## src/rtl/spart_bus_fifo_if.sv

```systemverilog
// Buffered CPU bus interface for the SPART: TX/RX FIFOs, baud divisor register
// pair, control/status with sticky error flags, and a level interrupt.

module spart_bus_fifo #(
  parameter int DATA_W = 8,
  parameter int DEPTH  = 4
) (
  input  logic              clk,
  input  logic              rst,
  input  logic              push_i,
  input  logic              pop_i,
  input  logic [DATA_W-1:0] wdata_i,
  output logic [DATA_W-1:0] head_o,
  output logic              empty_o,
  output logic              full_o,
  output logic              drop_o
);
  localparam int          AW       = $clog2(DEPTH);
  localparam logic [AW:0] FULL_CNT = (AW+1)'(DEPTH);

  logic [DATA_W-1:0] mem_q [DEPTH];
  logic [AW-1:0]     wr_ptr_q, rd_ptr_q;
  logic [AW:0]       count_q, count_d;
  logic              do_push, do_pop;

  assign empty_o = (count_q == '0);
  assign full_o  = (count_q == FULL_CNT);
  assign head_o  = mem_q[rd_ptr_q];

  // A full FIFO still takes a push when its head leaves in the same cycle.
  assign do_pop  = pop_i && !empty_o;
  assign do_push = push_i && (!full_o || do_pop);
  assign drop_o  = push_i && !do_push;

  // NOTE: every variable driven in always_comb gets a default first, so no latch is inferred.
  always_comb begin
    count_d = count_q;
    if (do_push && !do_pop)      count_d = count_q + 1'b1;
    else if (do_pop && !do_push) count_d = count_q - 1'b1;
  end

  // NOTE: storage is not reset; pointers and count define validity, so clearing them discards contents.
  always_ff @(posedge clk) begin
    if (do_push) mem_q[wr_ptr_q] <= wdata_i;
  end

  // NOTE: sequential state is updated with non-blocking assignments only.
  always_ff @(posedge clk or posedge rst) begin
    if (rst) begin
      wr_ptr_q <= '0;
      rd_ptr_q <= '0;
      count_q  <= '0;
    end else begin
      if (do_push) wr_ptr_q <= wr_ptr_q + 1'b1;
      if (do_pop)  rd_ptr_q <= rd_ptr_q + 1'b1;
      count_q <= count_d;
    end
  end
endmodule

module spart_bus_fifo_if #(
  parameter int DATA_W    = 8,
  parameter int TX_DEPTH  = 4,
  parameter int RX_DEPTH  = 4,
  parameter int DIV_RESET = 325
) (
  input  logic                clk,
  input  logic                rst,
  input  logic                iocs,
  input  logic                iorw,
  input  logic [1:0]          ioaddr,
  input  logic [DATA_W-1:0]   databus_in,
  output logic [DATA_W-1:0]   databus_out,
  output logic                databus_sel,
  output logic [DATA_W-1:0]   tx_data,
  output logic                tx_valid,
  input  logic                tx_ready,
  input  logic [DATA_W-1:0]   rx_data,
  input  logic                rx_valid,
  output logic [2*DATA_W-1:0] divisor,
  output logic                div_load,
  output logic                irq
);
  typedef enum logic [1:0] {
    ADDR_DATA   = 2'b00,
    ADDR_CTRL   = 2'b01,
    ADDR_DIV_LO = 2'b10,
    ADDR_DIV_HI = 2'b11
  } reg_addr_e;

  localparam logic [2*DATA_W-1:0] DIV_INIT = (2*DATA_W)'(DIV_RESET);

  reg_addr_e         addr;
  logic              cpu_rd, cpu_wr;
  logic              tx_push, tx_pop, tx_empty, tx_full, tx_drop;
  logic              rx_pop, rx_empty, rx_full, rx_drop;
  logic [DATA_W-1:0] rx_head, status;
  logic              sticky_clr;

  logic [DATA_W-1:0] div_lo_q, div_hi_q;
  logic              div_load_q;
  logic              rx_ie_q, tx_ie_q;
  logic              rx_overrun_q, rx_overrun_d;
  logic              tx_overflow_q, tx_overflow_d;

  assign addr   = reg_addr_e'(ioaddr);
  assign cpu_rd = iocs && iorw;
  assign cpu_wr = iocs && !iorw;

  assign tx_push = cpu_wr && (addr == ADDR_DATA);
  assign tx_pop  = tx_valid && tx_ready;
  assign rx_pop  = cpu_rd && (addr == ADDR_DATA);

  spart_bus_fifo #(.DATA_W(DATA_W), .DEPTH(TX_DEPTH)) u_tx_fifo (
    .clk     (clk),
    .rst     (rst),
    .push_i  (tx_push),
    .pop_i   (tx_pop),
    .wdata_i (databus_in),
    .head_o  (tx_data),
    .empty_o (tx_empty),
    .full_o  (tx_full),
    .drop_o  (tx_drop)
  );

  spart_bus_fifo #(.DATA_W(DATA_W), .DEPTH(RX_DEPTH)) u_rx_fifo (
    .clk     (clk),
    .rst     (rst),
    .push_i  (rx_valid),
    .pop_i   (rx_pop),
    .wdata_i (rx_data),
    .head_o  (rx_head),
    .empty_o (rx_empty),
    .full_o  (rx_full),
    .drop_o  (rx_drop)
  );

  assign tx_valid = !tx_empty;
  assign divisor  = {div_hi_q, div_lo_q};
  assign div_load = div_load_q;
  // Built only from registered state so the CPU bus cannot glitch it.
  assign irq      = (rx_ie_q && !rx_empty) || (tx_ie_q && tx_empty);

  always_comb begin
    status    = '0;
    status[0] = !tx_full;
    status[1] = !rx_empty;
    status[2] = tx_empty;
    status[3] = rx_full;
    status[4] = rx_overrun_q;
    status[5] = tx_overflow_q;
    status[6] = irq;
  end

  always_comb begin
    databus_sel = cpu_rd;
    databus_out = '0;
    if (cpu_rd) begin
      unique case (addr)
        ADDR_DATA:   databus_out = rx_empty ? '0 : rx_head;
        ADDR_CTRL:   databus_out = status;
        ADDR_DIV_LO: databus_out = div_lo_q;
        ADDR_DIV_HI: databus_out = div_hi_q;
        default:     databus_out = '0;
      endcase
    end
  end

  assign sticky_clr = cpu_wr && (addr == ADDR_CTRL) && databus_in[2];

  // A new error in the clearing cycle keeps its flag set.
  always_comb begin
    rx_overrun_d  = rx_overrun_q;
    tx_overflow_d = tx_overflow_q;
    if (sticky_clr) begin
      rx_overrun_d  = 1'b0;
      tx_overflow_d = 1'b0;
    end
    if (rx_drop) rx_overrun_d  = 1'b1;
    if (tx_drop) tx_overflow_d = 1'b1;
  end

  always_ff @(posedge clk or posedge rst) begin
    if (rst) begin
      div_lo_q      <= DIV_INIT[DATA_W-1:0];
      div_hi_q      <= DIV_INIT[2*DATA_W-1:DATA_W];
      div_load_q    <= 1'b0;
      rx_ie_q       <= 1'b0;
      tx_ie_q       <= 1'b0;
      rx_overrun_q  <= 1'b0;
      tx_overflow_q <= 1'b0;
    end else begin
      div_load_q    <= cpu_wr && (addr == ADDR_DIV_HI);
      rx_overrun_q  <= rx_overrun_d;
      tx_overflow_q <= tx_overflow_d;
      if (cpu_wr && (addr == ADDR_DIV_LO)) div_lo_q <= databus_in;
      if (cpu_wr && (addr == ADDR_DIV_HI)) div_hi_q <= databus_in;
      if (cpu_wr && (addr == ADDR_CTRL)) begin
        rx_ie_q <= databus_in[0];
        tx_ie_q <= databus_in[1];
      end
    end
  end
endmodule

```

## config.mk

```make
export PLATFORM = sky130hd
export DESIGN_NAME = spart_bus_fifo_if
export DESIGN_NICKNAME = d
export VERILOG_FILES = /design/src/rtl/spart_bus_fifo_if.sv
export SDC_FILE = /design/constraint.sdc
export NUM_CORES = 1
export LEC_CHECK = 0
export BUFFER_PORTS_ARGS = -buffer_cell sky130_fd_sc_hd__buf_2
export CAP_MARGIN = 15
export CORE_MARGIN = 1.5
export CORE_UTILIZATION = 50
export DETAILED_ROUTE_END_ITERATION = 8
export HOLD_SLACK_MARGIN = 0.15
export PLACE_DENSITY = 0.74
export SYNTH_ARGS = -nofsm -noshare
export SYNTH_HDL_FRONTEND = slang
export SYNTH_SLANG_ARGS = --single-unit
```

## constraint.sdc

```tcl
create_clock -name clk -period 2.2 [get_ports clk]
set_input_delay 0.11 -clock clk [delete_from_list [all_inputs] [get_ports clk]]
set_output_delay 0.11 -clock clk [all_outputs]
set_load 0.05 [all_outputs]
```

# --- Yosys cells after proc, flatten, opt, wreduce, memory -nomap -nowiden ---
# Memory sizes are Yosys's and may differ from the RTL's.
# Cells that the tools add are included.
# Widths: inputs -> output; s select.
totals:
  output_inout_bits: 36
  mem_count: 2
  register_bits: 35
  word_cells: 82
  ramBits: 64
mem_list:
  columns: ["memory", "words", "width", "rd", "rd_clocked_by_memory_dff", "write_ports", "line_no", "text"]
  rows:
  - ["u_rx_fifo.mem_q", 4, 8, 1, 0, 1, "21", "logic [DATA_W-1:0] mem_q [DEPTH];"]
  - ["u_tx_fifo.mem_q", 4, 8, 1, 0, 1, "21", null]
classes:
  n_eq_ne: 5
  reduce_logical: 40
  add_sub_neg: 8
  n_mux: 14
op_table:
  columns: ["cell", "n"]
  rows:
  - ["$pmux 8 s4", 1]
  - ["$logic_and 1x1->1", 21]
  - ["$mux 8", 2]
  - ["$mux 3", 4]
  - ["$logic_not 1->1", 9]
  - ["$add 2x1->2 const B", 4]
  - ["$reduce_bool 2->1", 4]
  - ["$mux 1", 7]
  - ["$add 3x1->3 const B", 2]
  - ["$eq 3x3->1 const B", 2]
  - ["$logic_not 3->1", 2]
  - ["$sub 3x1->3 const B", 2]
  - ["$eq 2x2->1 const B", 2]
  - ["$logic_or 1x1->1", 3]
  - ["$eq 2x1->1 const B", 1]
  - ["$logic_not 2->1", 1]

# --- Logic depth before layout (Yosys ltp) ---
# Gate-level depths: netlist of the first run.
depth:
  word_depth: 10
  depth_mapped: 9
  ltp_nobuf: 9

# --- Cells and area by module ---
# A second synthesis of the first run with hierarchy kept.
unflattened:
  hier_cells: 251
  area_unflattened_um2: 4316.6
by_module_without_submodules:
  columns: ["module", "seq_area_each_um2", "area_each_um2", "cells_each", "n_inst"]
  rows:
  - ["spart_bus_fifo", 1136.1, 1601.5, 80, 2]
  - ["spart_bus_fifo_if", 530.5, 1113.6, 91, 1]

# --- Worst setup path before layout of the first run ---
# OpenSTA, ideal clock, no wires.
synth_path:
  kind: "register to output"
  start: "register div_hi_q[1]"
  end: "output port databus_out[1]"
  setup_slack_ns: -0.511
  t_required_ns: 2.090
  n_path_buf: 0
  arrival_time_ns: 2.601
  stages_incl_launch_ff: 3
  path_cell_list: "dfrtp_1 > mux2i_1 > a2111oi_1"
synth_via:
  elab_chain_len: 2
synth_lines:
  columns: ["element", "line_no", "text"]
  rows:
  - ["start, declared", "100", "logic [DATA_W-1:0] div_lo_q, div_hi_q;"]
  - ["start signal, assigned", "186", "div_hi_q <= DIV_INIT[2*DATA_W-1:DATA_W];"]
  - ["start signal, assigned", "197", "if (cpu_wr && (addr == ADDR_DIV_HI)) div_hi_q <= databus_in;"]
  - ["$pmux 8 s4", "159", "unique case (addr)"]
  - ["$mux 8", "158", "if (cpu_rd) begin"]
  - ["end, declared", "73", "output logic [DATA_W-1:0] databus_out,"]
# No other way between the ends.

# --- Worst setup path after layout of the first run ---
layout_path:
  start: "register u_rx_fifo.count_q[1]"
  end: "output port databus_out[6]"
layout_via:
  elab_chain_len: 6
  elab_cells_between_ends: 7
layout_lines:
  columns: ["element", "line_no", "text"]
  rows:
  - ["start, declared", "23", "logic [AW:0] count_q, count_d;"]
  - ["start signal, assigned", "56", "count_q <= count_d;"]
  - ["$logic_not 3->1 (*)", "26", "assign empty_o = (count_q == '0);"]
  - ["$logic_not 1->1", "142", "assign irq = (rx_ie_q && !rx_empty) || (tx_ie_q && tx_empty);"]
  - ["$logic_and 1x1->1", "142", null]
  - ["$logic_or 1x1->1", "142", null]
  - ["$pmux 8 s4 (*)", "159", null]
  - ["$mux 8 (*)", "158", null]
# Mark *: on every way between the ends. The rest lies on a longest branch, timed or not.

==> flow_metrics.env, run 1 <==
export IMPL_outcome="finished clean"
export IMPL_synth_cell_types=45
export IMPL_io_pins=60
export IMPL_fin_crit_ns=2.16
export IMPL_dp_hpwl_mm=6.01
export IMPL_route_detailed_drc=0
export IMPL_via_per_inst=5.35
export IMPL_std_cell_rows=33
export IMPL_antenna_found_initial=0
export IMPL_period_share=0.981
export IMPL_clock_fmax_mhz=464
export IMPL_grt_pass1_vias=2625
export IMPL_hold_viol_final=0
export IMPL_seq_area_um2=2810
export IMPL_p_per_area_nw_per_um2=1190
export IMPL_final_max_slew_violation_count=0
export IMPL_use_met2=0.349
export IMPL_layout_nets=396
export IMPL_placed_area_um2=4790
export IMPL_cts_root_buf="clkbuf_8"
export IMPL_setup_ws_ns=0.0427
export IMPL_grt_max_degree=36
export IMPL_routabilityCongestion=0.822
export IMPL_synth_ff_type="edfxtp_1"
export IMPL_top_usage_layer="met2"
export IMPL_critPathMaxFanout=7
export IMPL_clock_sinks=99
export IMPL_cp_end_kind="primary output"
export IMPL_core_area_um2=8300
export IMPL_whs_path_depth=4
export IMPL_ys_warn_count=0
export IMPL_synth_area_per_cell_um2=16.5
export IMPL_netlist_area_leader_share=0.446
export IMPL_die_y_um=95.9
export IMPL_final_area_um2=5280
export IMPL_nFillCells=623
export IMPL_grt_met1_usage=0.241
export IMPL_die_w_um=95.9
export IMPL_clk_pin_slew_ns=0.09
export IMPL_yosysSeqAreaShare=0.650
export IMPL_async_reset_ff_frac=0.354
export IMPL_gr_total_overflow=0
export IMPL_startpoint_type="flip-flop"
export IMPL_cts_htree_levels=3
export IMPL_critical_path_class="flip-flop to primary output"
export IMPL_pwr_share_comb=0.361
export IMPL_start_util=0.519
export IMPL_cts_tree="done"
export IMPL_syn_inst=261
export IMPL_synthTopCellsByArea="edfxtp_1, dfrtp_1, mux4_2, mux2_2, mux2i_1"
export IMPL_wl_per_cell_um=18.2
export IMPL_final_layout_size_suffix_gt1_frac=0.397
export IMPL_area_growth_pct=22.5
export IMPL_totalWireLength_mm=8.56
export IMPL_yosysTopAreaCell="edfxtp_1"
export IMPL_grt_pass1_wl_mm=13.1
export IMPL_vias=2516
export IMPL_p_sw_uw=2310
export IMPL_cts_buffer_depth=2
export IMPL_fin_cells=470
export IMPL_n_antenna_cell=0
export IMPL_maxSlewHeadroom=0.625
export IMPL_die_area_um2=9190
export IMPL_synth_nets=297
export IMPL_insertion_delay_ns=0.36
export IMPL_intPower_uw=3970
export IMPL_placedCellCount=429
export IMPL_layout_commonest_cell="edfxtp_1"
export IMPL_cp_data_required_time_ns=2.09
export IMPL_gr_usage_met3=0.0379
export IMPL_setup_violations=0
export IMPL_p_leak_uw=0.00213
export IMPL_synth_edf_count=64
export IMPL_setup_tns_ns=0
export IMPL_switching_share=0.367
export IMPL_multiInputGateArea_um2=1420
export IMPL_seq_power_share=0.434
export IMPL_worst_pin_slew_ns=0.563
export IMPL_p_clk_frac=0.205
export IMPL_cts_buffers=9
export IMPL_ff2ff_path_depth=8
export IMPL_cap_violations=0
export IMPL_yosys_register_bits=99
export IMPL_mostFrequentLayoutCells="edfxtp_1, buf_2, dfrtp_1, buf_4"
export IMPL_dr_pass1_iters=4
export IMPL_grt_total_usage=0.197
export IMPL_drt_initial_drc_count=78
export IMPL_arrival_ns=2.05
export IMPL_io_buffers=59
export IMPL_final_setup_skew_ns=0.00691
export IMPL_hp_class="input pin to flip-flop"
export IMPL_netlist_area_um2=4310
export IMPL_ant_nets=0
export IMPL_peakVddDrop_mv=0.587
export IMPL_pre_cts_ws_ns=0.0213
## final timing paths
path / start / endpoint / slack, ns
worst max-delay path: u_rx_fifo.count_q[1]$_DFFE_PP0P_ / databus_out[6] / 0.04
worst min-delay path: iorw / tx_overflow_q$_DFFE_PP0P_ / 0.22
worst max register to register: u_tx_fifo.count_q[2]$_DFFE_PP0P_ / u_tx_fifo.count_q[2]$_DFFE_PP0P_ / 0.05
worst min register to register: u_rx_fifo.count_q[2]$_DFFE_PP0P_ / u_rx_fifo.count_q[2]$_DFFE_PP0P_ / 0.52
max in group asynchronous: rst / u_tx_fifo.count_q[2]$_DFFE_PP0P_ / 1.47
min in group asynchronous: rst / div_load$_DFF_PP0_ / 0.37
## cell type report
type,instances,area share
Clock inverter,6,0.0182
Multi-Input combinational cell,140,0.270
Clock buffer,10,0.0242
Tap cell,105,0.0249
Inverter,11,0.00782
Timing Repair Buffer,99,0.124
Sequential cell,99,0.531
## cell usage after synthesis (6+ instances only)
cell type	n
mux2_2	20
xnor2_1	8
buf_2	7
mux4_2	11
nand2_1	6
inv_1	11
ha_1	10
a22oi_1	6
dfrtp_1	31
nor2_1	6
edfxtp_1	64
mux2i_1	17
and2_1	8
## sequential cells by signal, indices dropped and copies added, names as in the netlist
name and count:
tx_overflow_q 1, rx_overrun_q 1, u_rx_fifo.rd_ptr_q 2, rx_ie_q 1, u_tx_fifo.rd_ptr_q 2, div_load 1
u_rx_fifo.wr_ptr_q 2, u_tx_fifo.wr_ptr_q 2, tx_ie_q 1, u_rx_fifo.count_q 3, div_hi_q 8, u_tx_fifo.count_q 3
div_lo_q 8, u_tx_fifo.mem_q 32, u_rx_fifo.mem_q 32
## cells by family (layout without fill, tap and decap cells)
group                      after synthesis  in the layout  share of synthesized area
AOI/OAI and AO/OA                       20             20                     0.0372
muxes                                   51             51                      0.158
xor gates and xnor gates                12             12                     0.0244
DFF                                     99             99                      0.650
and+or+nand+nor                         45             45                     0.0665
adders and majority gates               12             12                     0.0383
buffers and inverters                   22            126                     0.0255
## critical path, cell delays in order (launching register included)
cell	delay [ns]
dfrtp_1	0.42
or3_4	0.38
buf_4	0.17
a221o_1	0.34
and4_1	0.22
buf_6	0.16
## power groups by stage
stage | logic [µW] | registers (µW) | clock network (µW)
6_report | 2270 | 2720 | 1280
5_1_grt | 2460 | 2770 | 1380
4_1_cts | 2230 | 2720 | 1310
3_5_place_dp | 2160 | 2750 | 0
3_3_place_gp | 2100 | 2730 | 0
2_1_floorplan | 1500 | 2820 | 0
## layer usage
metal	up-vias	wire length (µm)	part of all wire
met4	0	111	0.013
met2	59	4540	0.53
met1	1265	3590	0.42
met3	8	321	0.037
li1	1184	-	-
met5	-	0	0
## repair_timing
action	4_1_cts	5_1_grt
setup endpoints to repair	2	3
resized for setup	2	9
endpoints found under the hold margin	117	0
hold buffers	20	0
cloned	0	0
buffers inserted	1	4
pin swaps	0	6
## metrics by stage
step / hold slack (ns) / util / total power [µW]
2_1_floorplan: 0.209 / - / 4320
3_3_place_gp: 0.226 / 0.577 / 4830
3_5_place_dp: 0.235 / 0.577 / 4910
4_1_cts: 0.200 / 0.629 / 6260
5_1_grt: 0.260 / 0.636 / 6610
6_report: 0.223 / 0.636 / 6270
Note: power is estimated with default switching activity, not from simulation.
==> inputs of run 2 (changes only) <==
Settings changed: CORE_ASPECT_RATIO set to 1.2, SLEW_MARGIN set to 10.
==> run 2 against run 1 <==
Via count increased by 0.76%. Sequential share of layout area increased by 0.26 points. Clock skew increased by 0.0027 ns. Sequential cell count unchanged. Fmax fell by 0.56%. Die area about the same. Total power is 3.8% lower. Combinational power is essentially flat. Setup slack got worse by 0.012 ns. Register-to-register slack better by 0.03 ns. Global-route usage fell by 0.54 points. Non-clock buffer count fell by 4. Largest cell class unchanged. Largest power group unchanged.
==> flow_metrics.env, run 2 (same netlist as run 1, synthesis figures left out) <==
export IMPL_core_area_um2=8240
export IMPL_die_y_um=105
export IMPL_critPathMaxFanout=7
export IMPL_clock_sinks=99
export IMPL_cp_endpoint="databus_out[3]"
export IMPL_cp_end_kind="primary output"
export IMPL_p_per_area_nw_per_um2=1150
export IMPL_ant_nets=0
export IMPL_final_area_um2=5250
export IMPL_antenna_found_initial=0
export IMPL_std_cell_rows=36
export IMPL_wl_per_cell_um=17.3
export IMPL_hold_viol_final=0
export IMPL_startpoint_type="flip-flop"
export IMPL_whs_ns=0.208
export IMPL_cts_buffers=9
export IMPL_cap_violations=0
export IMPL_totalWireLength_mm=8.21
export IMPL_area_growth_pct=21.8
export IMPL_mostFrequentLayoutCells="edfxtp_1, buf_2, dfrtp_1, mux2_2, dlygate4sd3_1"
export IMPL_setup_violations=0
export IMPL_dr_pass1_iters=4
export IMPL_ff2ff_path_depth=8
export IMPL_insertion_delay_ns=0.37
export IMPL_route_detailed_drc=0
export IMPL_rsz0062_at_grt="true"
export IMPL_die_area_um2=9190
export IMPL_clk_pin_slew_ns=0.10
export IMPL_arrival_ns=2.06
export IMPL_drt_initial_drc_count=154
export IMPL_cp_data_required_time_ns=2.09
export IMPL_final_setup_skew_ns=0.00964
export IMPL_fin_cells=475
export IMPL_grt_pass1_wl_mm=13.2
export IMPL_cts_tree="done"
export IMPL_final_max_slew_violation_count=0
export IMPL_grt_max_degree=36
export IMPL_grt_total_usage=0.192
export IMPL_outcome="finished clean"
export IMPL_maxSlewHeadroom=0.641
export IMPL_hp_class="input pin to flip-flop"
export IMPL_period_share=0.986
export IMPL_reg_top3="u_rx_fifo.mem_q (32), u_tx_fifo.mem_q (32)"
export IMPL_pre_cts_ws_ns=0.0441
export IMPL_p_leak_uw=0.00211
export IMPL_power_uw=6030
export IMPL_grt_pass1_vias=2539
export IMPL_worst_pin_slew_ns=0.538
export IMPL_routabilityCongestion=0.832
export IMPL_setup_ws_ns=0.0306
export IMPL_peakVddDrop_mv=0.694
export IMPL_io_pins=60
export IMPL_clock_fmax_mhz=461
export IMPL_via_per_inst=5.34
export IMPL_r2r_start="u_tx_fifo.count_q[2]$_DFFE_PP0P_"
export IMPL_final_layout_size_suffix_gt1_frac=0.399
export IMPL_fin_crit_ns=2.17
export IMPL_layout_commonest_cell="edfxtp_1"
export IMPL_dp_hpwl_mm=5.83
export IMPL_cp_startpoint="u_rx_fifo.count_q[0]$_DFFE_PP0P_"
export IMPL_placedCellCount=437
export IMPL_die_w_um=87.8
export IMPL_cts_root_buf="clkbuf_8"
export IMPL_layout_nets=392
export IMPL_gr_total_overflow=0
export IMPL_regToRegEndpoint="u_tx_fifo.count_q[2]$_DFFE_PP0P_"
export IMPL_vias=2535
export IMPL_n_antenna_cell=0
export IMPL_ff2ff_setup_slack_ns=0.08
export IMPL_placed_area_um2=4800
export IMPL_cts_buffer_depth=2
export IMPL_critical_path_class="flip-flop to primary output"
export IMPL_start_util=0.523
export IMPL_cts_htree_levels=3
export IMPL_io_buffers=59
[run 2: cell count changes in the layout (fill, tap and decap cells not counted), sizes merged]
cell | before | now
inv | 13 | 16
clkinvlp | 1 | 0
buf | 79 | 75
bufinv | 2 | 0
[run 2: per-layer routing]
metal  wire (µm)  up-vias  GRT usage
li1            -     1182          -
met1        3480     1277      0.247
met2        4200       64      0.318
met3         400       12     0.0474
met4         123        0     0.0590
met5           0        -          0
[run 2: worst min path at each step]
stage	startpoint	slack (ns)	end	depth (start not counted)
global placement	rst	0.23	div_hi_q[3]$_DFFE_PP0P_	3
floorplan	rx_data[0]	0.21	u_rx_fifo.mem_q[0][0]$_DFFE_PP_	0
CTS	iorw	0.18	div_lo_q[0]$_DFFE_PP1P_	3
detailed placement	rst	0.24	div_hi_q[3]$_DFFE_PP0P_	3
finish	iorw	0.21	div_lo_q[0]$_DFFE_PP1P_	3
global route	iorw	0.21	div_lo_q[0]$_DFFE_PP1P_	3
[run 2: critical path, cell delays in order (launching register included)]
cell and delay, ns:
dfrtp_1 0.40, or3_4 0.39, buf_4 0.17, o31a_1 0.35
and3_1 0.18, buf_2 0.21
[run 2: area by class of cell]
cell class,count,area (µm²)
fillers,639,2990
flip-flops and latches,99,2800
multi-input cells,140,1440
repair buffers,95,628
well taps,114,143
clock buffers,10,138
clock inverters,6,55.1
inverters,11,41.3
[run 2: through the flow]
step	setup TNS (ns)	util
6_report	0	0.637
5_1_grt	-0.0527	0.637
4_1_cts	0	0.630
3_5_place_dp	0	0.582
3_3_place_gp	0	0.582
2_1_floorplan	0	-
[run 2: power breakdown]
part	internal, µW	switching (µW)	leakage (µW)
Clock	469	662	0.000102
Sequential	2360	301	0.000994
Combinational	916	1320	0.00101
[run 2: repair_timing]
item | CTS | global route
setup endpoints to repair | 2 | 8
setup buffers | 0 | 2
pin swaps | 0 | 3
endpoints found under the hold margin | 117 | 0
hold buffers | 20 | 0
cloned | 0 | 0
resized for setup | 2 | 11
==> inputs of run 3 (changes only) <==
Settings changed: CORE_MARGIN 1.5 to not set, SLEW_MARGIN 10 to 5.
==> run 3 against run 2 <==
Via count down 0.24%. Non-clock buffer count increased by 2. Sequential share of layout area shrank 0.078 points. Clock-buffer cell count is 1 higher. Critical endpoint is now databus_out[6]. Highest routed layer unchanged. Setup slack better by 0.029 ns. First-iteration DRC count down 34%.
==> flow_metrics.env, run 3 (same netlist as run 1, synthesis figures left out) <==
export IMPL_insertion_delay_ns=0.37
export IMPL_layout_nets=394
export IMPL_start_util=0.523
export IMPL_cap_violations=0
export IMPL_period_share=0.973
export IMPL_final_setup_skew_ns=0.00877
export IMPL_arrival_ns=2.03
export IMPL_hp_class="input pin to flip-flop"
export IMPL_final_area_um2=5260
export IMPL_routabilityCongestion=0.800
export IMPL_startpoint_type="flip-flop"
export IMPL_setup_violations=0
export IMPL_drt_initial_drc_count=101
export IMPL_wl_per_cell_um=17.3
export IMPL_worst_pin_slew_ns=0.538
export IMPL_hold_viol_final=0
export IMPL_cts_buffers=9
export IMPL_r2r_start="u_rx_fifo.count_q[0]$_DFFE_PP0P_"
export IMPL_p_leak_uw=0.00210
export IMPL_p_per_area_nw_per_um2=1130
export IMPL_fin_crit_ns=2.14
export IMPL_final_layout_size_suffix_gt1_frac=0.402
export IMPL_placed_area_um2=4810
export IMPL_route_detailed_drc=0
export IMPL_dr_pass1_iters=4
export IMPL_via_per_inst=5.30
export IMPL_critical_path_class="flip-flop to primary output"
export IMPL_grt_total_usage=0.194
export IMPL_hold_start="ioaddr[0]"
export IMPL_grt_pass1_vias=2581
export IMPL_cts_tree="done"
export IMPL_peakVddDrop_mv=0.585
export IMPL_clk_pin_slew_ns=0.09
export IMPL_final_max_slew_violation_count=0
export IMPL_die_area_um2=9000
export IMPL_final_core_util=0.638
export IMPL_whs_path_depth=3
export IMPL_cts_htree_levels=3
export IMPL_clock_sinks=99
export IMPL_io_pins=60
export IMPL_reg_top3="u_rx_fifo.mem_q (32), u_tx_fifo.mem_q (32)"
export IMPL_hold_path_end="tx_overflow_q$_DFFE_PP0P_"
export IMPL_cp_end_kind="primary output"
export IMPL_regToRegEndpoint="u_rx_fifo.count_q[1]$_DFFE_PP0P_"
export IMPL_antenna_found_initial=0
export IMPL_die_y_um=104
export IMPL_dp_hpwl_mm=5.87
export IMPL_n_antenna_cell=0
export IMPL_clock_fmax_mhz=467
export IMPL_outcome="finished clean"
export IMPL_grt_pass1_wl_mm=12.8
export IMPL_cts_buffer_depth=2
export IMPL_area_growth_pct=22.0
export IMPL_maxSlewHeadroom=0.642
export IMPL_io_buffers=59
export IMPL_totalWireLength_mm=8.23
export IMPL_die_w_um=86.8
export IMPL_cp_data_required_time_ns=2.09
export IMPL_std_cell_rows=36
export IMPL_grt_max_degree=36
export IMPL_ff2ff_path_depth=6
export IMPL_gr_total_overflow=0
export IMPL_cts_root_buf="clkbuf_8"
export IMPL_ant_nets=0
export IMPL_ff2ff_setup_slack_ns=0.09
export IMPL_core_area_um2=8240
export IMPL_vias=2529
export IMPL_layout_commonest_cell="edfxtp_1"
export IMPL_critPathMaxFanout=7
export IMPL_mostFrequentLayoutCells="edfxtp_1, buf_2, dfrtp_1, buf_4"
run 3: cell count changes in the layout (fill, tap and decap cells not counted), sizes merged:
cell | before | now
inv | 16 | 13
clkbuf | 10 | 11
buf | 75 | 77
clkinvlp | 0 | 2
run 3: critical path: stages (launching register included):
cell,delay [ns]
dfrtp_1,0.41
or3_4,0.37
buf_4,0.17
a221o_1,0.35
and4_4,0.21
buf_6,0.15
run 3: where the power goes:
group / internal [µW] / leakage [µW] / switching [µW] / total, µW
Sequential: 2370 / 0.000993 / 318 / 2690
Combinational: 941 / 0.00102 / 1320 / 2260
Clock: 418 / 0.0000803 / 608 / 1030
Total: 3730 / 0.00210 / 2240 / 5970
run 3: final cells by class:
cell class / instances / area, µm²
sequential: 99 / 2800
inverter: 11 / 41.3
fill: 619 / 2980
clock inverter: 5 / 37.5
tap: 114 / 143
clock buffer: 11 / 131
multi-input combinational: 140 / 1460
timing repair buffer: 97 / 647
run 3: metal layers:
metal,wire length (µm),global-route usage,vias up
li1,-,-,1185
met1,3460,0.234,1268
met2,4270,0.340,61
met3,304,0.0335,15
met4,198,0.0821,0
met5,0,0,-
run 3: how the worst max path moves through the flow:
stage	endpoint	depth (start not counted)	from	slack, ns
CTS	databus_out[6]	5	u_rx_fifo.count_q[1]$_DFFE_PP0P_	0.03
finish	databus_out[6]	5	u_rx_fifo.count_q[1]$_DFFE_PP0P_	0.06
global route	u_tx_fifo.count_q[2]$_DFFE_PP0P_	8	u_tx_fifo.count_q[2]$_DFFE_PP0P_	-0.004
global placement	u_tx_fifo.count_q[2]$_DFFE_PP0P_	8	u_tx_fifo.count_q[2]$_DFFE_PP0P_	0.11
floorplan	u_tx_fifo.count_q[2]$_DFFE_PP0P_	9	u_tx_fifo.count_q[0]$_DFFE_PP0P_	0.05
detailed placement	u_tx_fifo.count_q[2]$_DFFE_PP0P_	8	u_tx_fifo.count_q[2]$_DFFE_PP0P_	-0.01
run 3: timing repair:
item	CTS	global route
resized for setup	2	19
endpoints found under the hold margin	117	0
pin swaps	0	6
hold buffers	20	0
buffers inserted	1	1
gates cloned	0	0
setup endpoints to repair	2	4
run 3: metrics by stage:
| step | total power, µW | TNS [ns] | std cells | worst slack [ns] | hold WS, ns |
|---|---|---|---|---|---|
| after floorplan | 4320 | 0 | 261 | 0.0476 | 0.209 |
| after global placement | 4820 | 0 | 439 | 0.109 | 0.231 |
| after detailed placement | 4870 | -0.0112 | 439 | -0.0112 | 0.238 |
| after CTS | 5950 | 0 | 476 | 0.0321 | 0.185 |
| after global routing | 6270 | -0.00665 | 477 | -0.00441 | 0.208 |
| final | 5970 | 0 | 477 | 0.0592 | 0.197 |
